File: config.mk
export PLATFORM = sky130hd
export DESIGN_NAME = mem_controller
export DESIGN_NICKNAME = d
export VERILOG_FILES = /design/src/rtl/mem_controller.sv
export SDC_FILE = /design/constraint.sdc
export NUM_CORES = 1
export LEC_CHECK = 0
export CAP_MARGIN = 30
export CORE_ASPECT_RATIO = 1.1
export CORE_UTILIZATION = 46
export DETAILED_ROUTE_END_ITERATION = 8
export HOLD_SLACK_MARGIN = 0.1
export PLACE_DENSITY_LB_ADDON = 0.12
export SLEW_MARGIN = 10
export SYNTH_ARGS = -nofsm -noshare
export SYNTH_HDL_FRONTEND = slang
export SYNTH_SLANG_ARGS = --single-unit
File: constraint.sdc
create_clock -name Clk -period 6 [get_ports Clk]
set_input_delay 0.9 -clock Clk [delete_from_list [all_inputs] [get_ports Clk]]
set_output_delay 0.9 -clock Clk [all_outputs]
set_load 0.01 [all_outputs]
File: src/rtl/mem_controller.sv
// Responder side of the CPU memory handshake: runs one request per MIO_EN
// against an asynchronous SRAM with programmable wait states or on-chip I/O.
module mem_controller #(
    parameter logic [3:0]  WAIT_STATES = 4'd2,
    parameter logic [15:0] IO_BASE     = 16'hFE00
) (
    input  logic        Clk,
    input  logic        Reset,
    input  logic        MIO_EN,
    input  logic        R_W,
    input  logic [15:0] Address,
    input  logic [15:0] Data_In,
    output logic [15:0] Data_Out,
    output logic        R,
    output logic [15:0] SRAM_ADDR,
    output logic [15:0] SRAM_D_OUT,
    input  logic [15:0] SRAM_D_IN,
    output logic        SRAM_CE_N,
    output logic        SRAM_OE_N,
    output logic        SRAM_WE_N,
    input  logic [15:0] Switches,
    output logic [15:0] Display
);

    localparam logic [15:0] IO_SWITCHES = IO_BASE;
    localparam logic [15:0] IO_DISPLAY  = IO_BASE + 16'd1;

    typedef enum logic [1:0] {
        IDLE   = 2'd0,
        ACCESS = 2'd1,
        DONE   = 2'd2
    } state_t;

    state_t      state_r;
    logic [3:0]  count_r;
    logic        rw_r;
    logic        is_io_s;
    logic [15:0] io_rdata_s;

    // Address decode and I/O read mux for the request currently presented.
    always_comb begin
        is_io_s    = (Address >= IO_BASE);
        io_rdata_s = 16'h0000;
        if (Address == IO_SWITCHES) begin
            io_rdata_s = Switches;
        end else if (Address == IO_DISPLAY) begin
            io_rdata_s = Display;
        end else begin
            io_rdata_s = 16'h0000;
        end
    end

    // Handshake FSM; every output is a register updated here.
    always_ff @(posedge Clk) begin
        if (Reset) begin
            state_r    <= IDLE;
            count_r    <= 4'd0;
            rw_r       <= 1'b0;
            R          <= 1'b0;
            Data_Out   <= 16'h0000;
            SRAM_ADDR  <= 16'h0000;
            SRAM_D_OUT <= 16'h0000;
            SRAM_CE_N  <= 1'b1;
            SRAM_OE_N  <= 1'b1;
            SRAM_WE_N  <= 1'b1;
            Display    <= 16'h0000;
        end else begin
            case (state_r)
                IDLE: begin
                    R <= 1'b0;
                    if (MIO_EN) begin
                        rw_r <= R_W;
                        if (is_io_s) begin
                            // I/O completes on the request edge itself.
                            state_r <= DONE;
                            if (R_W) begin
                                if (Address == IO_DISPLAY) begin
                                    Display <= Data_In;
                                end else begin
                                    Display <= Display;
                                end
                            end else begin
                                Data_Out <= io_rdata_s;
                            end
                        end else begin
                            state_r   <= ACCESS;
                            count_r   <= WAIT_STATES;
                            SRAM_ADDR <= Address;
                            SRAM_CE_N <= 1'b0;
                            if (R_W) begin
                                SRAM_WE_N  <= 1'b0;
                                SRAM_D_OUT <= Data_In;
                            end else begin
                                SRAM_OE_N <= 1'b0;
                            end
                        end
                    end else begin
                        state_r <= IDLE;
                    end
                end
                ACCESS: begin
                    if (count_r == 4'd0) begin
                        if (!rw_r) begin
                            Data_Out <= SRAM_D_IN;
                        end else begin
                            Data_Out <= Data_Out;
                        end
                        SRAM_CE_N <= 1'b1;
                        SRAM_OE_N <= 1'b1;
                        SRAM_WE_N <= 1'b1;
                        state_r   <= DONE;
                    end else begin
                        count_r <= count_r - 4'd1;
                    end
                end
                DONE: begin
                    // First DONE cycle always raises R, so a requester that
                    // dropped MIO_EN early still sees a one-cycle pulse.
                    if (!R) begin
                        R <= 1'b1;
                    end else if (MIO_EN) begin
                        R <= 1'b1;
                    end else begin
                        R       <= 1'b0;
                        state_r <= IDLE;
                    end
                end
                default: begin
                    state_r   <= IDLE;
                    R         <= 1'b0;
                    SRAM_CE_N <= 1'b1;
                    SRAM_OE_N <= 1'b1;
                    SRAM_WE_N <= 1'b1;
                end
            endcase
        end
    end

endmodule

## Word-level counts from Yosys, hierarchy flattened

Index checks and enable logic that the tools add are counted.

| storage, ports and cells | value |
|---|---|
| input bits | 68 |
| flip-flop bits (word level) | 75 |
| output and inout bits | 68 |

| operators by class | value |
|---|---|
| eq/ne operators | 14 |
| order comparisons | 1 |
| bitwise operators | 2 |
| reductions and logical operators | 13 |
| muxes and demuxes | 33 |
| add/sub/neg operators | 1 |

Operator list:

| operator | count |
|---|---|
| $mux 16 | 7 |
| $eq 16x16->1 const B | 2 |
| $pmux 16 s2 | 1 |
| $ne 2x2->1 const B | 10 |
| $ge 16x16->1 const B | 1 |
| $reduce_and 5->1 | 3 |
| $mux 4 | 3 |
| $reduce_and 4->1 | 3 |
| $mux 1 | 11 |
| $mux 2 | 5 |
| $pmux 1 s3 | 3 |
| $pmux 4 s2 | 1 |
| $pmux 2 s3 | 1 |
| $reduce_and 3->1 | 2 |
| $reduce_and 6->1 | 1 |
| $logic_not 4->1 | 1 |
| $sub 4x1->4 const B | 1 |
| $eq 2x1->1 const B | 1 |
| $eq 2x2->1 const B | 1 |
| $logic_not 2->1 | 1 |
| $not 1->1 | 2 |
| $pmux 1 s2 | 1 |
| $reduce_and 2->1 | 1 |
| $reduce_bool 2->1 | 1 |

## Depth between registers and ports, before layout

Gate-level depths: netlist of run 1.

| logic depth | value |
|---|---|
| depth after elaboration | 7 |
| gate-level depth with buffers | 8 |

## Least setup slack after synthesis of run 1

No wires, ideal clock.

| timing | value |
|---|---|
| path kind | input-to-reg |
| start | in Address[1] |
| end | reg Data_Out[10] |
| path slack | 3431 ps |
| cell stages on the path | 6 |
| arrival | 2510 ps |
| cell sequence | or4_4 -> or4_1 -> buf_2 -> buf_6 -> o31ai_2 -> a22o_1 |

| on the way | value |
|---|---|
| cells in the longest elaborated chain, start to end | 7 |
| elaborated cells between the ends (all ways) | 11 |
| classes of those cells | 1 x order compare; 3 x eq/ne; 6 x mux; 1 x reduce/logical |

RTL lines:

| what | RTL line | RTL |
|---|---|---|
| from (decl) | 11 | `input logic [15:0] Address,` |
| $eq 16x16->1 | 46 | `end else if (Address == IO_DISPLAY) begin` |
| $mux 16 | 46 |  |
| $mux 16 | 44 | `if (Address == IO_SWITCHES) begin` |
| $mux 16 | 76 | `if (R_W) begin` |
| $mux 16 | 73 | `if (is_io_s) begin` |
| $mux 16 | 71 | `if (MIO_EN) begin` |
| $pmux 16 s2 | 68 | `case (state_r)` |
| to (signal assigned) | 83 | `Data_Out <= io_rdata_s;` |
| to (signal assigned) | 106 | `Data_Out <= Data_Out;` |
| to (decl) | 13 | `output logic [15:0] Data_Out,` |

Parallel ways exist; a longest one is shown, timed or not. The select of a mux whose other input is x is not followed.
A chain may end at the register's enable or synchronous reset.

## Worst setup path after layout of run 1

| timing | value |
|---|---|
| start | in Address[1] |
| end | reg Data_Out[4] |

The elaborated chain is that of the path after synthesis.

==> impl_results.md, run 1 <==
* Main flop type after synthesis: dfxtp_1
* TNS Setup at 0 ns
* Worst hold start: SRAM_ADDR[5]$_SDFFE_PP0P_
* Buf+Inv Stages, Crit Path at 2
* Commonest non-fill, non-tap cells in the layout: clkdlybuf4s50_1 (134), dfxtp_1 (75), nand2_1 (55)
* CTS H-tree lvls at 3
* Drt pass-1 iters at 4
* R2R Path End: Data_Out[12]$_SDFFE_PP0P_
* Worst hold endpoint: SRAM_ADDR[5]$_SDFFE_PP0P_
* Initial antenna violation count at 0
* Sequential area share after synthesis at 46.8%
* Global-route wire length before repair at 13.4 mm
* Worst setup SP type: input port
* YS warnings at 0
* RR Startpoint: state_r[0]$_SDFFE_PP0P_
* Cell Rows at 31
* Setup Skew at 0.0111 ns
* Post-synthesis average cell area at 9.11 um2
* GPL Wtd Cong at 0.815
* CTS Hold Buffers Added at 0
* Initial DRC count at 101
* P&R area growth vs syn at 50.2%
* Final net count at 546
* Total CTS buffers at 9
* Post-synth EDFFs at 0
* Crit-path cells: clkdlybuf4s50_1, or4_4, or4_1, buf_4, o31ai_2, a22o_1
* Post-synthesis register bit count at 75
* Final period utilization at 46.1%
* Reg2reg setup slack at 3.83 ns
* Vias at 2,996
* DRC viols at 0
* CTS tree: yes
* Proportion of layout cells with a drive suffix above 1 at 8.75%
* Rel. slew slack at 39.9%
* Tmin final at 2.77 ns
* Starting density of the core at 48.1%
* Clock Sinks at 75
* Max VDD drop at 0.184 mV
* Cell Area, Synth at 3210 um2
* Hold Vio Cnt, Final at 0
* P_leak at 1.82 nW
* Vias in the first global route at 2,764
* Status: finished, final reports clean
* Postcts setup bufs at 0
* IO Pins at 136
* Worst reg-to-reg path cell count at 4
* Root Buffer: clkbuf_8
* Power Dens Cells at 247 nW/um2
* Setup crit end kind: flop
* IO buf count at 135
* Antenna diodes at 0
* CP Launch Point: Address[1]
* Crit-path leading delay family: simple AND/OR/NAND/NOR gates
* CP max stage delay at 0.55 ns
* CTS resizes at 0
* Yosys cell types at 38
* Routed length per instance at 15.4 um
* Hold slack at 0.457 ns
* Worst slew pin tran at 0.897 ns
* Hold crit path type: reg2reg
* Crit Path Class: in2reg
* Clk slew on worst S/H paths at 0.08 ns
* Worst EP arrival at 3.05 ns
* CP max FO at 32
* Clock Tree Buf Depth at 2
* Final setup violation count at 0
* Global Route Usage Sum at 24.4%
* Detail Route Antenna Nets at 0
* Die height at 89.6 um
* Detailed Route WL at 8.67 mm
* Core area at 6670 um2
* Commonest non-fill, non-tap cell in the layout: clkdlybuf4s50_1
* Unrepaired setup endpoints after global routing: no
* Worst skew pair latency at 0.34 ns
* FMAX at 361 MHz
* Largest net degree at the start of global routing at 60
* CP max stage cell: or4_4
* Asr flop ratio synth at 0%
* Grt ovf at 0
* Hold Path Depth at 2
* Die width at 81.6 um
* Vias per cell at 5.33
* Slew Limit Fails at 0
* Mapped Nets at 422
* Critical Path RT at 6.28 ns
* Max-Cap Viols at 0
* Die area at 7310 um2
* DP Wirelength at 6.32 mm
* Synth Instances at 352
## where the power goes
part	total (mW)	internal, mW	switching (mW)
Sequential	0.538	0.523	0.0148
Clock	0.422	0.232	0.190
Combinational	0.230	0.119	0.111
## tightest hold or removal path, delay by kind of cell, from the launching register on
| family | cells | cell delay, ns |
|---|---|---|
| flip-flops | 1 | 0.32 |
| AND/OR/NAND/NOR | 1 | 0.05 |
| AO/OA/AOI/OAI | 1 | 0.05 |
## kinds of logic (layout without fill, tap and decap cells)
kind of cell	count (synthesis)	in the layout	share of synthesized area, %
AO/OA/AOI/OAI	93	93	20.6
buffers and inverters	31	159	4.21
AND/OR/NAND/NOR	116	116	16.8
flip-flops	75	75	46.8
XOR/XNOR	2	2	0.546
adder cells (fa/ha/maj)	2	2	0.780
multiplexers	33	33	10.3
## final cells by class
cell class / instances / area (um2)
Fill cell: 535 / 1850
Multi-Input combinational cell: 246 / 1580
Sequential cell: 75 / 1500
Timing Repair Buffer: 141 / 1400
Clock buffer: 9 / 124
Tap cell: 82 / 103
Clock inverter: 6 / 91.3
Inverter: 3 / 11.3
## through the flow
stage	instances	power (mW)	setup slack [ns]	instance area [um2]	utilization, %
finish	562	1.19	3.23	4820	72.2
floorplan	352	0.666	3.43	3210	-
global placement	546	0.773	2.91	4580	68.7
global route	562	1.25	3.09	4820	72.2
detailed placement	546	0.777	2.89	4580	68.7
CTS	561	1.19	3.21	4800	71.9
## registers in the layout, summed over array words and instances (netlist names)
name / cells
Display: 16
SRAM_OE_N: 1
Data_Out: 16
rw_r: 1
SRAM_ADDR: 16
state_r: 2
R: 1
SRAM_WE_N: 1
SRAM_CE_N: 1
count_r: 4
SRAM_D_OUT: 16
## synthesized netlist by cell type (2+ instances only)
master / n / area [um2]
a21oi_1: 36 / 180
a22o_1: 16 / 140
buf_1: 6 / 22.5
buf_2: 3 / 15.0
buf_6: 2 / 22.5
clkbuf_1: 17 / 63.8
dfxtp_1: 75 / 1500
ha_1: 2 / 25.0
inv_1: 3 / 11.3
mux2i_1: 33 / 330
nand2_1: 55 / 206
nand2b_1: 4 / 25.0
nand3_1: 21 / 105
nor2_1: 18 / 67.6
nor3_1: 5 / 25.0
o21ai_0: 16 / 80.1
o31ai_1: 3 / 22.5
o31ai_2: 14 / 175
o41ai_1: 2 / 17.5
or4_1: 2 / 15.0
xor2_1: 2 / 17.5
## per-layer routing
layer	wire, um	vias up	global-route usage [%]
li1	-	1496	-
met4	193	0	11.2
met1	3950	1399	32.7
met3	554	15	6.36
met2	3970	86	36.6
met5	0	-	0
## worst max-delay path by stage
stage                                           end  depth (start not counted)
after global routing       Data_Out[3]$_SDFFE_PP0P_                          6
after floorplan           Data_Out[10]$_SDFFE_PP0P_                          6
after CTS                   Display[7]$_SDFFE_PP0P_                          6
after global placement     Data_Out[0]$_SDFFE_PP0P_                          6
after detailed placement    Display[8]$_SDFFE_PP0P_                          6
final                      Data_Out[4]$_SDFFE_PP0P_                          6
(Power assumes the default switching activity.)
==> run 2: changes to the inputs <==
CORE_UTILIZATION = 38   (was 46)
clock period = 2.3 ns   (was 6 ns; I/O delays follow)
==> run 2 against run 1 <==
- final cell count grew 6.9%
- critical path depth is the same
- final area up 2.4%
- global-route usage is 3.7 points lower
- die area is 21% higher
- clock skew shrank 0.0043 ns
- wire length hardly changed
- count of clock-buffer cells in the layout unchanged
- core utilization down 11 points
- power rose by 150%
- via count shrank 0.80%
- worst setup slack got worse by 3.1 ns
- largest power group unchanged
- highest routed layer unchanged
==> impl_results.md, run 2 (synthesized netlist as in run 1, its figures left out) <==
* Status: finished, final reports clean (unchanged)
* Vias at 2,972 (was 2,996)
* CTS resizes at 0 (unchanged)
* TNS Setup at 0 ns (unchanged)
* GR Util met3 at 4.73% (was 6.36%)
* Global-route wire length before repair at 14.1 mm (was 13.4 mm)
* Core area at 8040 um2 (was 6670 um2)
* Clock Sinks at 75 (unchanged)
* Hold crit path type: reg2reg (unchanged)
* Final net count at 558 (was 546)
* Cell Rows at 34 (was 31)
* Final period utilization at 95.1%
* Final setup violation count at 0 (unchanged)
* FMAX at 457 MHz
* Global Route Usage Sum at 20.7% (was 24.4%)
* Tot Pwr at 2.97 mW (was 1.19 mW)
* Root Buffer: clkbuf_8 (unchanged)
* Crit-path leading delay family: simple AND/OR/NAND/NOR gates (unchanged)
* Postcts setup bufs at 0 (unchanged)
* Crit-path cells: clkdlybuf4s50_1, or4_4, or4_1, buf_12, o31ai_1, a22o_1 (was clkdlybuf4s50_1, or4_4, or4_1, buf_4, o31ai_2, a22o_1)
* GPL Wtd Cong at 0.781 (was 0.815)
* Proportion of layout cells with a drive suffix above 1 at 11.2% (was 8.75%)
* Setup Skew at 0.00682 ns (was 0.0111 ns)
* Worst EP arrival at 2.47 ns (was 3.05 ns)
* Clk slew on worst S/H paths at 0.08 ns (about the same)
* Die area at 8810 um2 (was 7310 um2)
* Antenna diodes at 0 (unchanged)
* Grt met1 use at 29.0% (was 32.7%)
* Hold Vio Cnt, Final at 0 (unchanged)
* Clk pwr share at 31.6% (was 35.5%)
* Sequential power share at 47.2% (was 45.2%)
* P&R area growth vs syn at 53.8% (was 50.2%)
* Reg2reg setup slack at 0.33 ns (was 3.83 ns)
* Vias in the first global route at 2,813 (was 2,764)
* Logic pwr share at 21.2% (was 19.3%)
* Starting density of the core at 39.9% (was 48.1%)
* Global-route track usage on met2 at 30.7% (was 36.6%)
* Rel. slew slack at 61.2% (was 39.9%)
* Final non-filler cell total at 601 (was 562)
* Total CTS buffers at 9 (unchanged)
* Power Dens Cells at 602 nW/um2 (was 247 nW/um2)
* Buf+Inv Stages, Crit Path at 2 (unchanged)
* Initial antenna violation count at 0 (unchanged)
* Hold Path Depth at 2 (unchanged)
* Levels on crit path at 6 (unchanged)
* Register area at 1500 um2 (unchanged)
* IO buf count at 135 (unchanged)
* Initial DRC count at 92 (was 101)
* Detail Route Antenna Nets at 0 (unchanged)
* CP max stage cell: or4_4 (unchanged)
* Commonest non-fill, non-tap cell in the layout: clkdlybuf4s50_1 (unchanged)
* DP Wirelength at 6.42 mm (was 6.32 mm)
* CTS H-tree lvls at 3 (unchanged)
* Drt pass-1 iters at 4 (unchanged)
* Worst slew pin tran at 0.583 ns (was 0.897 ns)
* Slew Limit Fails at 0 (unchanged)
* Worst reg-to-reg path cell count at 6 (was 4)
* Placed Cells at 585 (was 546)
* Grt ovf at 0 (unchanged)
* DRC viols at 0 (unchanged)
* Crit Path Class: in2reg (unchanged)
* Setup crit end kind: flop (unchanged)
* CTS tree: yes (unchanged)
* IO Pins at 136 (unchanged)
* Hold slack at 0.455 ns (was 0.457 ns)
* P_leak at 1.88 nW (was 1.82 nW)
* Most Crowded Layer GR: met2 (unchanged)
* Routed length per instance at 14.4 um (was 15.4 um)
* Unrepaired setup endpoints after global routing: no (unchanged)
* Max-Cap Viols at 0 (unchanged)
* Pint at 2.11 mW (was 875 uW)
* Commonest non-fill, non-tap cells in the layout: clkdlybuf4s50_1 (134), dfxtp_1 (75), nand2_1 (55) (unchanged)
* Clock Tree Buf Depth at 2 (unchanged)
* Max VDD drop at 0.482 mV (was 0.184 mV)
* CTS Hold Buffers Added at 0 (unchanged)
* Critical Path RT at 2.58 ns (was 6.28 ns)
* Tmin final at 2.19 ns
* Die height at 98.3 um (was 89.6 um)
* Worst setup SP type: input port (unchanged)
* Detailed Route WL at 8.67 mm (about the same)
* Sw Ratio at 28.9% (was 26.5%)
* CP max FO at 32 (unchanged)
* Worst skew pair latency at 0.34 ns (about the same)
* Largest net degree at the start of global routing at 58 (was 60)
* Vias per cell at 4.95 (was 5.33)
* CP max stage delay at 0.55 ns (about the same)
* Multi-input logic area at 1580 um2 (unchanged)
* Net Sw Power at 860 uW (was 316 uW)
* Die width at 89.6 um (was 81.6 um)
* Filler Cells Inserted at 678 (was 535)
[run 2: path summary, 6_finish.rpt]
check | from | endpoint
worst max-delay path | Address[1] | Data_Out[3]$_SDFFE_PP0P_
worst min-delay path | SRAM_ADDR[8]$_SDFFE_PP0P_ | SRAM_ADDR[8]$_SDFFE_PP0P_
worst max register to register | count_r[0]$_SDFFE_PP0P_ | Data_Out[3]$_SDFFE_PP0P_
worst min register to register | SRAM_ADDR[8]$_SDFFE_PP0P_ | SRAM_ADDR[8]$_SDFFE_PP0P_
[run 2: final cells by class]
| class | count | share of cell area [%] |
|---|---|---|
| multi-input combinational | 246 | 32.1 |
| clock buffer | 9 | 2.51 |
| clock inverter | 7 | 1.22 |
| inverter | 3 | 0.228 |
| tap | 108 | 2.74 |
| sequential | 75 | 30.4 |
| timing repair buffer | 153 | 30.8 |
[run 2: routing by layer]
| layer | vias up | share of wire, % |
|---|---|---|
| li1 | 1525 | - |
| met1 | 1357 | 47 |
| met2 | 81 | 46 |
| met3 | 9 | 5.3 |
| met4 | 0 | 1.8 |
| met5 | - | 0 |
[run 2: worst min-delay path: cells and delay by family, from the launching register on]
family / cells / cell delay [ns]
compound gates: 1 / 0.05
flops: 1 / 0.31
simple gates: 1 / 0.05
[run 2: metrics by stage]
step / worst slack [ns] / util (%) / area [um2]
detailed placement: -0.230 / 59.1 / 4750
CTS: 0.145 / 61.4 / 4930
floorplan: 0.286 / - / 3210
global route: 0.0566 / 61.4 / 4930
global placement: -0.191 / 59.1 / 4750
finish: 0.113 / 61.4 / 4930
[run 2: power by group through the flow]
stage               logic (mW)  clock network [mW]  registers, mW
floorplan                0.282                   0           1.45
global placement         0.624                   0           1.43
detailed placement       0.631                   0           1.43
CTS                      0.634               0.971           1.40
global route             0.688                1.05           1.41
finish                   0.630               0.937           1.40
==> patch 1, RTL diff (settings of run 2) <==
Re-encode `state_t` (3 states) as one-hot, 3 bits wide.
--- a/src/rtl/mem_controller.sv
+++ b/src/rtl/mem_controller.sv
@@ -27,6 +27,6 @@
 
-    typedef enum logic [1:0] {
-        IDLE   = 2'd0,
-        ACCESS = 2'd1,
-        DONE   = 2'd2
+    typedef enum logic [2:0] {
+        IDLE   = 3'b001,
+        ACCESS = 3'b010,
+        DONE   = 3'b100
     } state_t;
Behaviour: same outputs for any inputs over 4 cycles, from zero or initial values and one cycle with Reset high; so few cycles prove little.
==> patch 1 against run 2 <==
Total power is 2.9% higher. Routed wire length is 17% higher. Count of clock-buffer cells in the layout is 2 higher. Die area is 7.9% higher. Area after synthesis is 8.0% higher. Sequential share of layout area is 1.4 points lower. Via count is 12% higher. Final area is 6.3% higher. Worst setup slack better by 0.22 ns. Sequential cell count is 1 higher. Critical endpoint is now Display[3].
==> patch 1: results (changes against run 2) <==
[run_status]
outcome=complete, no violations  ; unchanged

[cells_and_area]
layout.nets=588  ; was 558
layout-drive-gt1-share_pct=10.7  ; was 11.2%
fin_cells=636  ; was 601

[grt]
track_usage_pct=22.2  ; was 20.7%
grt_pass1_wl_um=16200  ; was 14,100 um
grt_pass1_vias=3116  ; was 2,813
grt_start_max_net_pins=45  ; was 58

[critical_path]
max_stage_delay_ns=0.59  ; was 0.55 ns
rr_worst_depth=7  ; was 6
cp_max_fo=16  ; was 32
regToRegSetupSlack_ns=0.40  ; was 0.33 ns

[detailed_routing]
drtIter0Drc=111  ; was 92
routedWlPerCell_um=16.0  ; was 14.4 um
dr_total_vias=3336  ; was 2,972
drt_first_pass_iters=6  ; was 4

[synth]
synth_commonest_cells=dfxtp_1, a21oi_1, nand2_1, mux2i_1, nand3_1  ; was dfxtp_1, nand2_1, a21oi_1, mux2i_1, nand3_1
ys_types=50  ; was 38
yosysSeqAreaShare_pct=43.9  ; was 46.8%
synth_area_leaders=dfxtp_1, mux2i_1, a21oi_1  ; was dfxtp_1, mux2i_1, nand2_1
synthCells=387  ; was 352
synth.net_count=457  ; was 422

[power_and_ir_drop]
p_leak_nw=1.91  ; was 1.88 nW
vdd_ir_drop_max_mv=0.307  ; was 0.482 mV

[place]
place_inst=621  ; was 585
gp_congestion=0.754  ; was 0.781

[timing]
finClkSkew_ns=0.00748  ; was 0.00682 ns

## patch 1: cell families (layout without fill, tap and decap cells)
group / after synthesis / after routing / synth area share, %
and+or+nand+nor: 118 / 118 / 17.0
AOI/OAI and AO/OA: 116 / 116 / 22.8
DFF: 76 / 76 / 43.9
buffers and inverters: 40 / 175 / 5.63
muxes: 32 / 32 / 9.25
xor gates and xnor gates: 3 / 3 / 0.759
adders and majority gates: 2 / 2 / 0.722
## patch 1: worst max-delay path, delay by kind of cell
family                 cells  cell delay (ns)
AND/OR/NAND/NOR            2             0.96
buffers and inverters      2             0.63
AO/OA/AOI/OAI              2             0.27
## patch 1: area by class of cell
type | count | area (um2)
Fill cell | 812 | 3630
Multi-Input combinational cell | 271 | 1760
Timing Repair Buffer | 157 | 1590
Sequential cell | 76 | 1520
Clock buffer | 11 | 151
Tap cell | 114 | 143
Clock inverter | 4 | 72.6
Inverter | 3 | 11.3
## patch 1: layer usage
layer / global-route usage (%) / wire length [um] / vias up
met5: 0 / 0 / -
met4: 6.75 / 99 / 0
met3: 7.29 / 707 / 6
met2: 33.2 / 4680 / 93
met1: 30.3 / 4670 / 1565
li1: - / - / 1672
## patch 1: worst paths after layout
path | start | end
setup / recovery | Address[1] | Display[3]
hold / removal | SRAM_ADDR[11] | SRAM_ADDR[11]
setup reg to reg | count_r[0] | Data_Out[12]
hold reg to reg | SRAM_ADDR[11] | SRAM_ADDR[11]
## patch 1: metrics by stage
| stage | hold WS (ns) | setup WS (ns) | area (um2) | util (%) | total power [W] |
|---|---|---|---|---|---|
| after detailed placement | 0.446 | -0.0281 | 5020 | 56.6 | 0.00193 |
| after CTS | 0.457 | 0.338 | 5250 | 59.1 | 0.00308 |
| after floorplan | 0.436 | 0.482 | 3460 | - | 0.00165 |
| after global placement | 0.443 | -0.0112 | 5020 | 56.6 | 0.00192 |
| after global routing | 0.471 | 0.162 | 5250 | 59.1 | 0.00319 |
| final | 0.457 | 0.330 | 5250 | 59.1 | 0.00306 |
## patch 1: where the power goes
group | switching [W] | internal [W] | total (W)
combinational | 0.000221 | 0.000277 | 0.000499
sequential | 0.0000321 | 0.00137 | 0.00140
clock | 0.000497 | 0.000663 | 0.00116
total | 0.000751 | 0.00231 | 0.00306
==> patch 2, RTL diff (config.mk and constraints of run 2) <==
Without the edit above. Register the output `SRAM_ADDR` once more, without a reset; this adds one clock of latency there. The other outputs are not delayed to match.
--- a/src/rtl/mem_controller.sv
+++ b/src/rtl/mem_controller.sv
@@ -33,2 +33,4 @@
 
+    logic [15:0] SRAM_ADDR_s0;
+
     state_t      state_r;
@@ -60,3 +62,3 @@
             Data_Out   <= 16'h0000;
-            SRAM_ADDR  <= 16'h0000;
+            SRAM_ADDR_s0 <= 16'h0000;
             SRAM_D_OUT <= 16'h0000;
@@ -87,3 +89,3 @@
                             count_r   <= WAIT_STATES;
-                            SRAM_ADDR <= Address;
+                            SRAM_ADDR_s0 <= Address;
                             SRAM_CE_N <= 1'b0;
@@ -138,2 +140,6 @@
 
+    always_ff @(posedge Clk) begin
+        SRAM_ADDR <= SRAM_ADDR_s0;
+    end
+
 endmodule
Behaviour: not the same (a bounded check fails within 4 cycles, from zero or initial values and one cycle with Reset high).
==> patch 2 against run 2 <==
Sequential cell count up 16. Register-to-register slack better by 0.16 ns. Worst setup slack better by 0.37 ns. First-iteration DRC count up 9.8%. Area after synthesis up 17%. Non-clock buffer count up 1. Sequential share of layout area up 2.9 points. Routed wire length up 19%. Combinational power up 29%. Total power up 26%. Count of clock-buffer cells in the layout up 4. Core utilization down 3.4 points. Final area up 11%.
==> patch 2: results (changes against run 2) <==
[grt]
grt_pass1_vias=3149  ; was 2,813
track_usage_pct=20.7  ; about the same
grt_start_max_net_pins=28  ; was 58

[detailed_routing]
drtIter0Drc=101  ; was 92
viasPerCell=5.27  ; was 4.95
wl_um=10300  ; was 8670 um

[power_and_ir_drop]
p_leak_nw=2.09  ; was 1.88 nW
vdd_ir_drop_max_mv=0.292  ; was 0.482 mV

[run_status]
outcome=complete, no violations  ; unchanged

[critical_path]
max_stage_delay_ns=0.59  ; was 0.55 ns
rr_worst_depth=5  ; was 6
cp_max_fo=21  ; was 32
cp_slowest_cell=dfxtp_1  ; was or4_4

[cells_and_area]
layout.nets=572  ; was 558
n_antenna_cell=0  ; unchanged
fill_cells=850  ; was 678
layout-drive-gt1-share_pct=13.6  ; was 11.2%

[synth]
synth_area_leaders=dfxtp_1, mux2i_1, a21oi_1  ; was dfxtp_1, mux2i_1, nand2_1
ys_types=46  ; was 38
synth.net_count=436  ; was 422
yosysSeqAreaShare_pct=48.8  ; was 46.8%

[place]
place_ws_ns=0.158  ; was -0.230 ns
dpl.hpwl_um=7460  ; was 6420 um

[hold_path]
hold_depth=0  ; was 2

[timing]
worst_slew_pin_slew_ns=0.584  ; was 0.583 ns

## patch 2: cell count changes after synthesis, moves of 6 or more
| cell | run 2 | this run |
|---|---|---|
| a32oi_1 | 0 | 16 |
| dfxtp_1 | 75 | 91 |
| buf_1 | 6 | 0 |
| buf_2 | 3 | 10 |
| a22o_1 | 16 | 0 |
| nor2_1 | 18 | 36 |
| o31ai_2 | 14 | 0 |
| a211oi_2 | 0 | 10 |
| nand2_1 | 55 | 6 |
| mux2_2 | 0 | 16 |
## patch 2: stage by stage
stage          area, um2  hold slack (ns)  cells
2_1_floorplan       3740            0.331    366
3_3_place_gp        5260            0.334    608
3_5_place_dp        5260            0.337    608
4_1_cts             5470            0.353    623
5_1_grt             5470            0.359    623
6_report            5470            0.352    623
## patch 2: routing by layer
metal	GRT usage (%)	routed length (um)	up-vias
met3	7.08	764	12
met2	33.2	4960	109
met1	25.8	4480	1558
met4	6.72	121	0
met5	0	0	-
li1	-	-	1607
## patch 2: cell type report
class | instances | area [um2] | share of cell area, %
Clock buffer | 13 | 149 | 2.72
Clock inverter | 2 | 60.1 | 1.10
Inverter | 2 | 7.51 | 0.137
Multi-Input combinational cell | 244 | 1750 | 31.9
Sequential cell | 91 | 1820 | 33.3
Tap cell | 117 | 146 | 2.68
Timing Repair Buffer | 154 | 1540 | 28.1
## patch 2: cell families (layout without fill, tap and decap cells)
kind of cell             count (synthesis)  in the layout  share of synthesized area (%)
XOR/XNOR                                 2              2                          0.469
flip-flops                              91             91                           48.8
multiplexers                            49             49                           13.7
AO/OA/AOI/OAI                           99             99                           18.4
adder cells (fa/ha/maj)                  2              2                          0.670
AND/OR/NAND/NOR                         92             92                           13.3
buffers and inverters                   31            171                           4.69
## patch 2: path summary, 6_finish.rpt
path | slack (ns) | start | end
max | 0.49 | state_r[0] | count_r[1]
min | 0.35 | SRAM_ADDR_s0[2] | SRAM_ADDR[2]
max reg2reg | 0.49 | state_r[0] | count_r[1]
min reg2reg | 0.35 | SRAM_ADDR_s0[2] | SRAM_ADDR[2]
## patch 2: power by group
part / internal [W] / switching [W] / total (W)
clock network: 0.000639 / 0.000535 / 0.00117
registers: 0.00169 / 0.0000716 / 0.00176
logic: 0.000442 / 0.000368 / 0.000810
total: 0.00277 / 0.000975 / 0.00375
